<file path="config.mk">
export PLATFORM = sky130hd
export DESIGN_NAME = hazard_ctrl
export DESIGN_NICKNAME = d
export VERILOG_FILES = /design/src/rtl/hazard_ctrl_pkg.sv /design/src/rtl/md_busy_timer.sv /design/src/rtl/hazard_ctrl.sv
export SDC_FILE = /design/constraint.sdc
export NUM_CORES = 1
export LEC_CHECK = 0
export CAP_MARGIN = 40
export CORE_MARGIN = 1
export CORE_UTILIZATION = 45
export CTS_CLUSTER_DIAMETER = 200
export DETAILED_ROUTE_END_ITERATION = 10
export GPL_ROUTABILITY_DRIVEN = 0
export GPL_TIMING_DRIVEN = 0
export PLACE_DENSITY = 0.85
export SLEW_MARGIN = 20
export SYNTH_ARGS = -nofsm -noshare
export SYNTH_HDL_FRONTEND = slang
export SYNTH_SLANG_ARGS = --single-unit
</file>
<file path="constraint.sdc">
create_clock -name clk -period 4.14 [get_ports clk]
set_clock_uncertainty 0.2 [all_clocks]
set_input_delay 0.828 -clock clk [delete_from_list [all_inputs] [get_ports clk]]
set_output_delay 0.828 -clock clk [all_outputs]
set_load 0.005 [all_outputs]
</file>
<file path="src/rtl/hazard_ctrl_pkg.sv">
// +----------------------------------------------------------------------------+
// | hazard_ctrl_pkg : shared constants and helpers for the hazard controller     |
// | Rev 1.0 - initial release                                                  |
// +----------------------------------------------------------------------------+
`default_nettype none

package hazard_ctrl_pkg;

  localparam logic [5:0] c_op_special = 6'h00;
  localparam logic [5:0] c_fn_mfhi    = 6'h10;
  localparam logic [5:0] c_fn_mthi    = 6'h11;
  localparam logic [5:0] c_fn_mflo    = 6'h12;
  localparam logic [5:0] c_fn_mtlo    = 6'h13;
  localparam logic [5:0] c_fn_mult    = 6'h18;
  localparam logic [5:0] c_fn_multu   = 6'h19;
  localparam logic [5:0] c_fn_div     = 6'h1a;
  localparam logic [5:0] c_fn_divu    = 6'h1b;

  localparam logic [4:0] c_reg_zero   = 5'd0;

  localparam int c_mult_cycles_dflt = 5;
  localparam int c_div_cycles_dflt  = 10;

  // True when a source operand actually read by D names dst ($0 never matches).
  function automatic logic src_match(
    input logic       use_rs,
    input logic [4:0] rs,
    input logic       use_rt,
    input logic [4:0] rt,
    input logic [4:0] dst
  );
    return (use_rs && (rs != c_reg_zero) && (rs == dst)) ||
           (use_rt && (rt != c_reg_zero) && (rt == dst));
  endfunction

endpackage

`default_nettype wire

</file>
<file path="src/rtl/md_busy_timer.sv">
// +----------------------------------------------------------------------------+
// | md_busy_timer : mult/div busy countdown, loaded when an operation issues     |
// | Rev 1.0 - initial release                                                  |
// +----------------------------------------------------------------------------+
`default_nettype none

module md_busy_timer #(
  parameter int MULT_CYCLES = 5,
  parameter int DIV_CYCLES  = 10,
  parameter int CNT_W       = 4
) (
  input  logic clk,
  input  logic reset,
  input  logic start,
  input  logic is_div,
  output logic busy
);

  logic [CNT_W-1:0] r_count;

  // A start arriving while the count is running is ignored on purpose.
  always_ff @(posedge clk or negedge reset) begin
    if (!reset) begin
      r_count <= '0;
    end else if (start && (r_count == '0)) begin
      r_count <= is_div ? CNT_W'(DIV_CYCLES) : CNT_W'(MULT_CYCLES);
    end else if (r_count != '0) begin
      r_count <= r_count - CNT_W'(1);
    end
  end

  assign busy = (r_count != '0);

endmodule

`default_nettype wire

</file>
<file path="src/rtl/hazard_ctrl.sv">
// +----------------------------------------------------------------------------+
// | hazard_ctrl : five-stage pipeline stall/flush/forward control + perf counts  |
// | Rev 1.0 - initial release                                                  |
// +----------------------------------------------------------------------------+
`default_nettype none

module hazard_ctrl
  import hazard_ctrl_pkg::*;
#(
  parameter int MULT_CYCLES = c_mult_cycles_dflt,
  parameter int DIV_CYCLES  = c_div_cycles_dflt,
  parameter int CNT_W       = 4,
  parameter int PERF_W      = 32
) (
  input  logic              clk,
  input  logic              reset,
  input  logic [4:0]        RsD,
  input  logic [4:0]        RtD,
  input  logic              UseRsD,
  input  logic              UseRtD,
  input  logic              BranchD,
  input  logic              BranchTakenD,
  input  logic              MdUseD,
  input  logic [4:0]        WriteRegE,
  input  logic              RegWriteE,
  input  logic              MemtoRegE,
  input  logic [4:0]        WriteRegM,
  input  logic              RegWriteM,
  input  logic              MemtoRegM,
  input  logic              MdStartE,
  input  logic              MdIsDivE,
  input  logic              IReady,
  output logic              StallF,
  output logic              StallD,
  output logic              FlushD,
  output logic              FlushE,
  output logic              ForwardAD,
  output logic              ForwardBD,
  output logic              MdBusy,
  output logic [PERF_W-1:0] StallCnt,
  output logic [PERF_W-1:0] FlushCnt
);

  logic w_match_e;
  logic w_match_m;
  logic w_lwstall;
  logic w_brstall;
  logic w_mdstall;
  logic w_dstall;

  logic [PERF_W-1:0] r_stall_cnt;
  logic [PERF_W-1:0] r_flush_cnt;

  md_busy_timer #(
    .MULT_CYCLES (MULT_CYCLES),
    .DIV_CYCLES  (DIV_CYCLES),
    .CNT_W       (CNT_W)
  ) u_md_busy_timer (
    .clk    (clk),
    .reset  (reset),
    .start  (MdStartE),
    .is_div (MdIsDivE),
    .busy   (MdBusy)
  );

  assign w_match_e = src_match(UseRsD, RsD, UseRtD, RtD, WriteRegE);
  assign w_match_m = src_match(UseRsD, RsD, UseRtD, RtD, WriteRegM);

  assign w_lwstall = MemtoRegE & RegWriteE & w_match_e;
  assign w_brstall = BranchD & ((RegWriteE & w_match_e) | (MemtoRegM & w_match_m));
  assign w_mdstall = MdUseD & (MdBusy | MdStartE);
  assign w_dstall  = w_lwstall | w_brstall | w_mdstall;

  // A D-stage stall wins over a redirect: branch operands are not valid yet.
  always_comb begin
    StallF = 1'b0;
    StallD = 1'b0;
    FlushD = 1'b0;
    FlushE = 1'b0;
    if (w_dstall) begin
      StallF = 1'b1;
      StallD = 1'b1;
      FlushE = 1'b1;
    end else if (!IReady) begin
      StallF = 1'b1;
      FlushD = 1'b1;
    end else if (BranchTakenD) begin
      FlushD = 1'b1;
    end
  end

  assign ForwardAD = (RsD != c_reg_zero) & (RsD == WriteRegM) & RegWriteM & ~MemtoRegM;
  assign ForwardBD = (RtD != c_reg_zero) & (RtD == WriteRegM) & RegWriteM & ~MemtoRegM;

  always_ff @(posedge clk or negedge reset) begin
    if (!reset) begin
      r_stall_cnt <= '0;
      r_flush_cnt <= '0;
    end else begin
      if (StallD) r_stall_cnt <= r_stall_cnt + PERF_W'(1);
      if (FlushD) r_flush_cnt <= r_flush_cnt + PERF_W'(1);
    end
  end

  assign StallCnt = r_stall_cnt;
  assign FlushCnt = r_flush_cnt;

endmodule

`default_nettype wire

</file>
Word-level counts from Yosys, hierarchy flattened
Index checks and enable logic that the tools add are counted.
Widths: inputs -> output; s select.
{"block": "op_classes", "n_addsub": 3, "n_mul": 0, "n_div": 0, "order_cmp": 0, "eq_ne": 4, "shift": 0, "muxes": 9, "bitwise_logic": 17, "n_reduce_logical": 14}
{"cell": "$add 32x1->32 const B", "n": 2}
{"cell": "$eq 5x5->1", "n": 4}
{"cell": "$and 1x1->1", "n": 12}
{"cell": "$mux 4", "n": 3}
{"cell": "$reduce_bool 5->1", "n": 2}
{"cell": "$logic_and 1x1->1", "n": 7}
{"cell": "$mux 1", "n": 6}
{"cell": "$logic_not 4->1", "n": 1}
{"cell": "$or 1x1->1", "n": 4}
{"cell": "$reduce_bool 4->1", "n": 1}
{"cell": "$sub 4x1->4 const B", "n": 1}
{"cell": "$logic_or 1x1->1", "n": 2}
{"cell": "$reduce_bool 2->1", "n": 1}
{"cell": "$not 1->1", "n": 1}
{"block": "totals", "register_bits": 68, "latchBits": 0, "ram_bits": 0, "mem_bits_ro": 0, "in_bits": 34, "output_inout_bits": 71, "wordCells": 50, "mem_count": 0}

Longest topological paths before layout
{"block": "logic_depth", "depth_word": 10, "mapped_depth": 12, "depth_no_buf": 10}

Hierarchy
A second synthesis with hierarchy kept.
{"block": "hier_totals", "cells_unflattened": 365, "hier_area_um2": 3823.7}
{"mod": "hazard_ctrl", "instances": 1, "cells_per_inst": 340, "area_each_um2": 3569.7, "seq_area_each_um2": 1601.5}
{"mod": "md_busy_timer", "instances": 1, "cells_per_inst": 25, "area_each_um2": 254.0, "seq_area_each_um2": 100.1}

Worst setup path before layout
OpenSTA, ideal clock, no wires.
{"block": "synth_path", "path_type": "input port to output port", "startpoint": "input RtD[1]", "endpoint": "output StallD", "arrival_ns": 2.570, "t_required_ns": 3.112, "setup_slack_ns": 0.542, "path_stages": 8, "path_buffers": 3, "cell_sequence": "or4_1 nor2_2 o31ai_1 nor4_4 inv_2 buf_6 buf_2 buf_4"}
{"block": "synth_via", "elab_chain_cells": 10, "word_cells_on_any_way": 16, "cone_classes": "eq/ne (2); mux (1); bitwise (7); reduce/logical (6)"}
{"element": "start, declared", "line": "hazard_ctrl.sv:18", "source": "input logic [4:0] RtD,"}
{"element": "$reduce_bool 5->1", "line": "hazard_ctrl_pkg.sv:33", "source": "(use_rt && (rt != c_reg_zero) && (rt == dst));"}
{"element": "$logic_and 1x1->1 (2 in series)", "line": "hazard_ctrl_pkg.sv:33"}
{"element": "$logic_or 1x1->1", "line": "hazard_ctrl_pkg.sv:32", "source": "return (use_rs && (rs != c_reg_zero) && (rs == dst)) ||"}
{"element": "$and 1x1->1", "line": "hazard_ctrl.sv:70", "source": "assign w_brstall = BranchD & ((RegWriteE & w_match_e) | (MemtoRegM & w_match_m));"}
{"element": "$or 1x1->1", "line": "hazard_ctrl.sv:70"}
{"element": "$and 1x1->1", "line": "hazard_ctrl.sv:70"}
{"element": "$or 1x1->1 * (2 in series)", "line": "hazard_ctrl.sv:72", "source": "assign w_dstall = w_lwstall | w_brstall | w_mdstall;"}
{"element": "$mux 1 *"}
{"element": "end, declared", "line": "hazard_ctrl.sv:34", "source": "output logic StallD,"}
Mark *: on every way between the ends. The rest lies on a longest branch, timed or not.

Final worst setup path
{"block": "layout_path", "startpoint": "input RtD[3]", "endpoint": "output FlushD"}
{"block": "layout_via", "elab_chain_cells": 10, "word_cells_on_any_way": 16, "cone_classes": "eq/ne (2); mux (1); bitwise (7); reduce/logical (6)"}
{"element": "$reduce_bool 5->1", "line": "hazard_ctrl_pkg.sv:33"}
{"element": "$logic_and 1x1->1 (2 in series)", "line": "hazard_ctrl_pkg.sv:33"}
{"element": "$logic_or 1x1->1", "line": "hazard_ctrl_pkg.sv:32"}
{"element": "$and 1x1->1", "line": "hazard_ctrl.sv:70"}
{"element": "$or 1x1->1", "line": "hazard_ctrl.sv:70"}
{"element": "$and 1x1->1", "line": "hazard_ctrl.sv:70"}
{"element": "$or 1x1->1 * (2 in series)", "line": "hazard_ctrl.sv:72"}
{"element": "$mux 1 *", "line": "hazard_ctrl.sv:80", "source": "if (w_dstall) begin"}
{"element": "end, declared", "line": "hazard_ctrl.sv:35", "source": "output logic FlushD,"}
Marked as above.

==> run_results.csv <==
group,metric,value,unit
status,status,"completed",
final_layout,syn_to_final_growth,43.3,%
worst_setup_path,critPathKind,"input pin to primary output",
timing,hold_slack,0.138,ns
synthesis,synth_cell_types,41,
final_layout,fin_util,0.670,
power,p_per_area,388,mW/mm2
job,drv_cap,0,
final_layout,fin_nets,505,
global_route,grtUsageTotal,0.225,
worst_setup_path,end_kind,"primary output",
min_path,hold_class,"input pin to asynchronous set/reset pin",
worst_setup_path,worstPathArrival,3.01,ns
detailed_routing,via_per_inst,5.32,
detailed_routing,vias,3056,
detailed_routing,dr.pass1.iters,4,
cts,cts_made_buffers,9,
final_layout,drive_gt1_frac,0.121,
cts,clockRootBuffer,"clkbuf_8",
placement,dp_slack,-0.675,ns
global_route,antenna_found_initial,0,
global_route,gr-total-overflow,0,
synthesis,synth_ff_type,"dfrtp_1",
global_route,grt_pass1_vias,3032,
cts,cts_tree,"done",
synthesis,syn_area_per_cell,10.5,um2
global_route,grt_max_degree,54,
timing,fin_ws,0.0995,ns
power,peakVddDrop,0.000207,V
synthesis,netlist_instances,343,
synthesis,synth_area_leaders,"dfrtp_1, xnor2_1, xor2_1, and3_1, nand4_1",
synthesis,ys_seq_area_frac,0.471,
placement,port_buffers,104,
placement,dp_hpwl,6460,um
timing,tightest_slew,0.842,ns
detailed_routing,wl_per_cell,15.7,um
synthesis,synthesis.area,0.00361,mm2
timing,max_freq,247,MHz
floorplanning,dieArea,0.00839,mm2
worst_setup_path,worst_setup_path_start_kind,"input pin",
timing,period_share,0.976,
timing,period_minus_slack,4.04,ns
timing,slew_violations,0,
floorplanning,die_h,91.6,um
synthesis,synth_commonest_cells,"dfrtp_1, xnor2_1, xor2_1",
synthesis,synth_nets,381,
floorplanning,core-area,0.00773,mm2
floorplanning,row_count,32,
cts,clkSinkCount,68,
floorplanning,start_util,0.467,
power,leakagePower,2.24,nW
global_route,grt_pass1_wl,14600,um
cts,ctsHoldBuffers,0,
final_layout,fin_cells,574,
final_layout,n_antenna_cell,0,
detailed_routing,drtIter0Drc,116,
detailed_routing,drc,0,
cts,path_clk_slew,0.07,ns
worst_setup_path,worst-path-max-fanout,3,
timing,slew-limit-headroom,0.434,
synthesis,synth_most_common_cell,"dfrtp_1",
synthesis,synth_top_cell_by_area,"dfrtp_1",
placement,placed_cells,550,
floorplanning,die_x,91.6,um
synthesis,netlist.area_leader.share,0.471,
detailed_routing,antenna_left,0,
timing,setup_violations,0,
synthesis,ys_warn_count,0,
floorplanning,ioPinCount,105,
detailed_routing,routed_wl,9030,um
synthesis,ys_async_sr_fraction,1.00,
cts,clk_latency,0.35,ns
synthesis,synth-seq-cells,68,
cts,cts_max_level,3,
worst_setup_path,required,3.11,ns
power,power,2.01,mW
synthesis,synth_edf_count,0,
final_layout,nFillCells,578,
cts,clk_path_buf_depth,2,
timing,finalHoldViolCount,0,
[metal layers]
metal / GRT usage / routed length, um / vias to the layer above / part of all wire
met5: 0 / 0 / - / 0
met4: 0.108 / 231 / 0 / 0.026
met3: 0.0570 / 517 / 24 / 0.057
met2: 0.366 / 4430 / 105 / 0.49
met1: 0.279 / 3850 / 1479 / 0.43
li1: - / - / 1448 / -
[timing repair]
item	CTS	global route
gates resized for setup	22	10
setup endpoints to repair	4	2
cloned	1	0
pin swaps	3	3
buffers inserted	4	4
[placed cells by master (no fill, tap or decap), types with 2 or more instances in the layout]
cell type        count
nor3b_1              3
dfrtp_1             68
ha_1                 4
nor4_1               4
nor4_2               9
buf_1                2
clkbuf_8            10
nand3_1             22
nor2_1               6
mux2_2               2
dlygate4sd2_1        9
inv_1               12
o31ai_1              2
bufinv_16            2
buf_2                3
and4_1               5
o21ai_0              2
nand4_1             18
buf_4               12
clkbuf_1             5
xnor2_1             55
xor2_1              28
and2_1               5
clkdlybuf4s50_1     91
or4_4                3
nand2b_1             3
nor4_4               2
nand2_1             24
nor3_1              16
and3_1              19
[registers in the layout, summed over array words and instances, names as in the netlist]
name / count
FlushCnt: 32
u_md_busy_timer.r_count: 4
StallCnt: 32
[cells by family (layout without fill, tap and decap cells)]
logic type / after synthesis / count (layout) / synth area share
simple gates: 149 / 149 / 0.255
fa+ha+maj: 4 / 4 / 0.0139
xor+xnor: 83 / 83 / 0.201
flops: 68 / 68 / 0.471
compound gates: 12 / 12 / 0.0211
mux: 2 / 2 / 0.00624
buf+inv: 25 / 154 / 0.0315
[worst max-delay path, stage by stage]
cell,delay [ns]
dlygate4sd2_1,0.28
or4_4,0.52
nor2_4,0.15
o31ai_4,0.10
nor4_4,0.32
buf_4,0.18
nand2_2,0.07
inv_1,0.06
clkdlybuf4s50_1,0.49
[where the power goes]
part / switching [mW] / internal [mW] / leakage (nW) / total [mW]
clock network: 0.247 / 0.355 / 0.107 / 0.602
registers: 0.110 / 0.748 / 0.881 / 0.858
logic: 0.240 / 0.307 / 1.26 / 0.547
total: 0.597 / 1.41 / 2.24 / 2.01
[metrics by stage]
step | TNS, ns | area, um2
after floorplan | 0 | 3610
after global placement | -9.75 | 4780
after detailed placement | -1.80 | 4800
after CTS | 0 | 5120
after global routing | -0.0162 | 5170
final | 0 | 5170
[worst paths after layout]
check                                                start      endpoint  slack, ns  cells past startpoint
worst max-delay path                                RtD[3]        FlushD        0.1                      9
worst min-delay path                                 reset  StallCnt[18]       0.14                      1
worst max register to register  u_md_busy_timer.r_count[0]  FlushCnt[22]       1.20                     12
worst min register to register                FlushCnt[31]  FlushCnt[31]       0.26                      1
max in group asynchronous                            reset  FlushCnt[16]       3.08                      2
min in group clk                              FlushCnt[31]  FlushCnt[31]       0.26                      1
[final cells by class]
class	count	area, um2	share of cell area
Clock buffer	12	145	0.0280
Inverter	13	48.8	0.00943
Buffer	11	68.8	0.0133
Tap cell	102	128	0.0247
Sequential cell	68	1700	0.329
Multi-Input combinational cell	250	1870	0.361
Timing Repair Buffer	114	1140	0.220
Clock inverter	4	72.6	0.0140
Note: power is estimated with default switching activity, not from simulation.
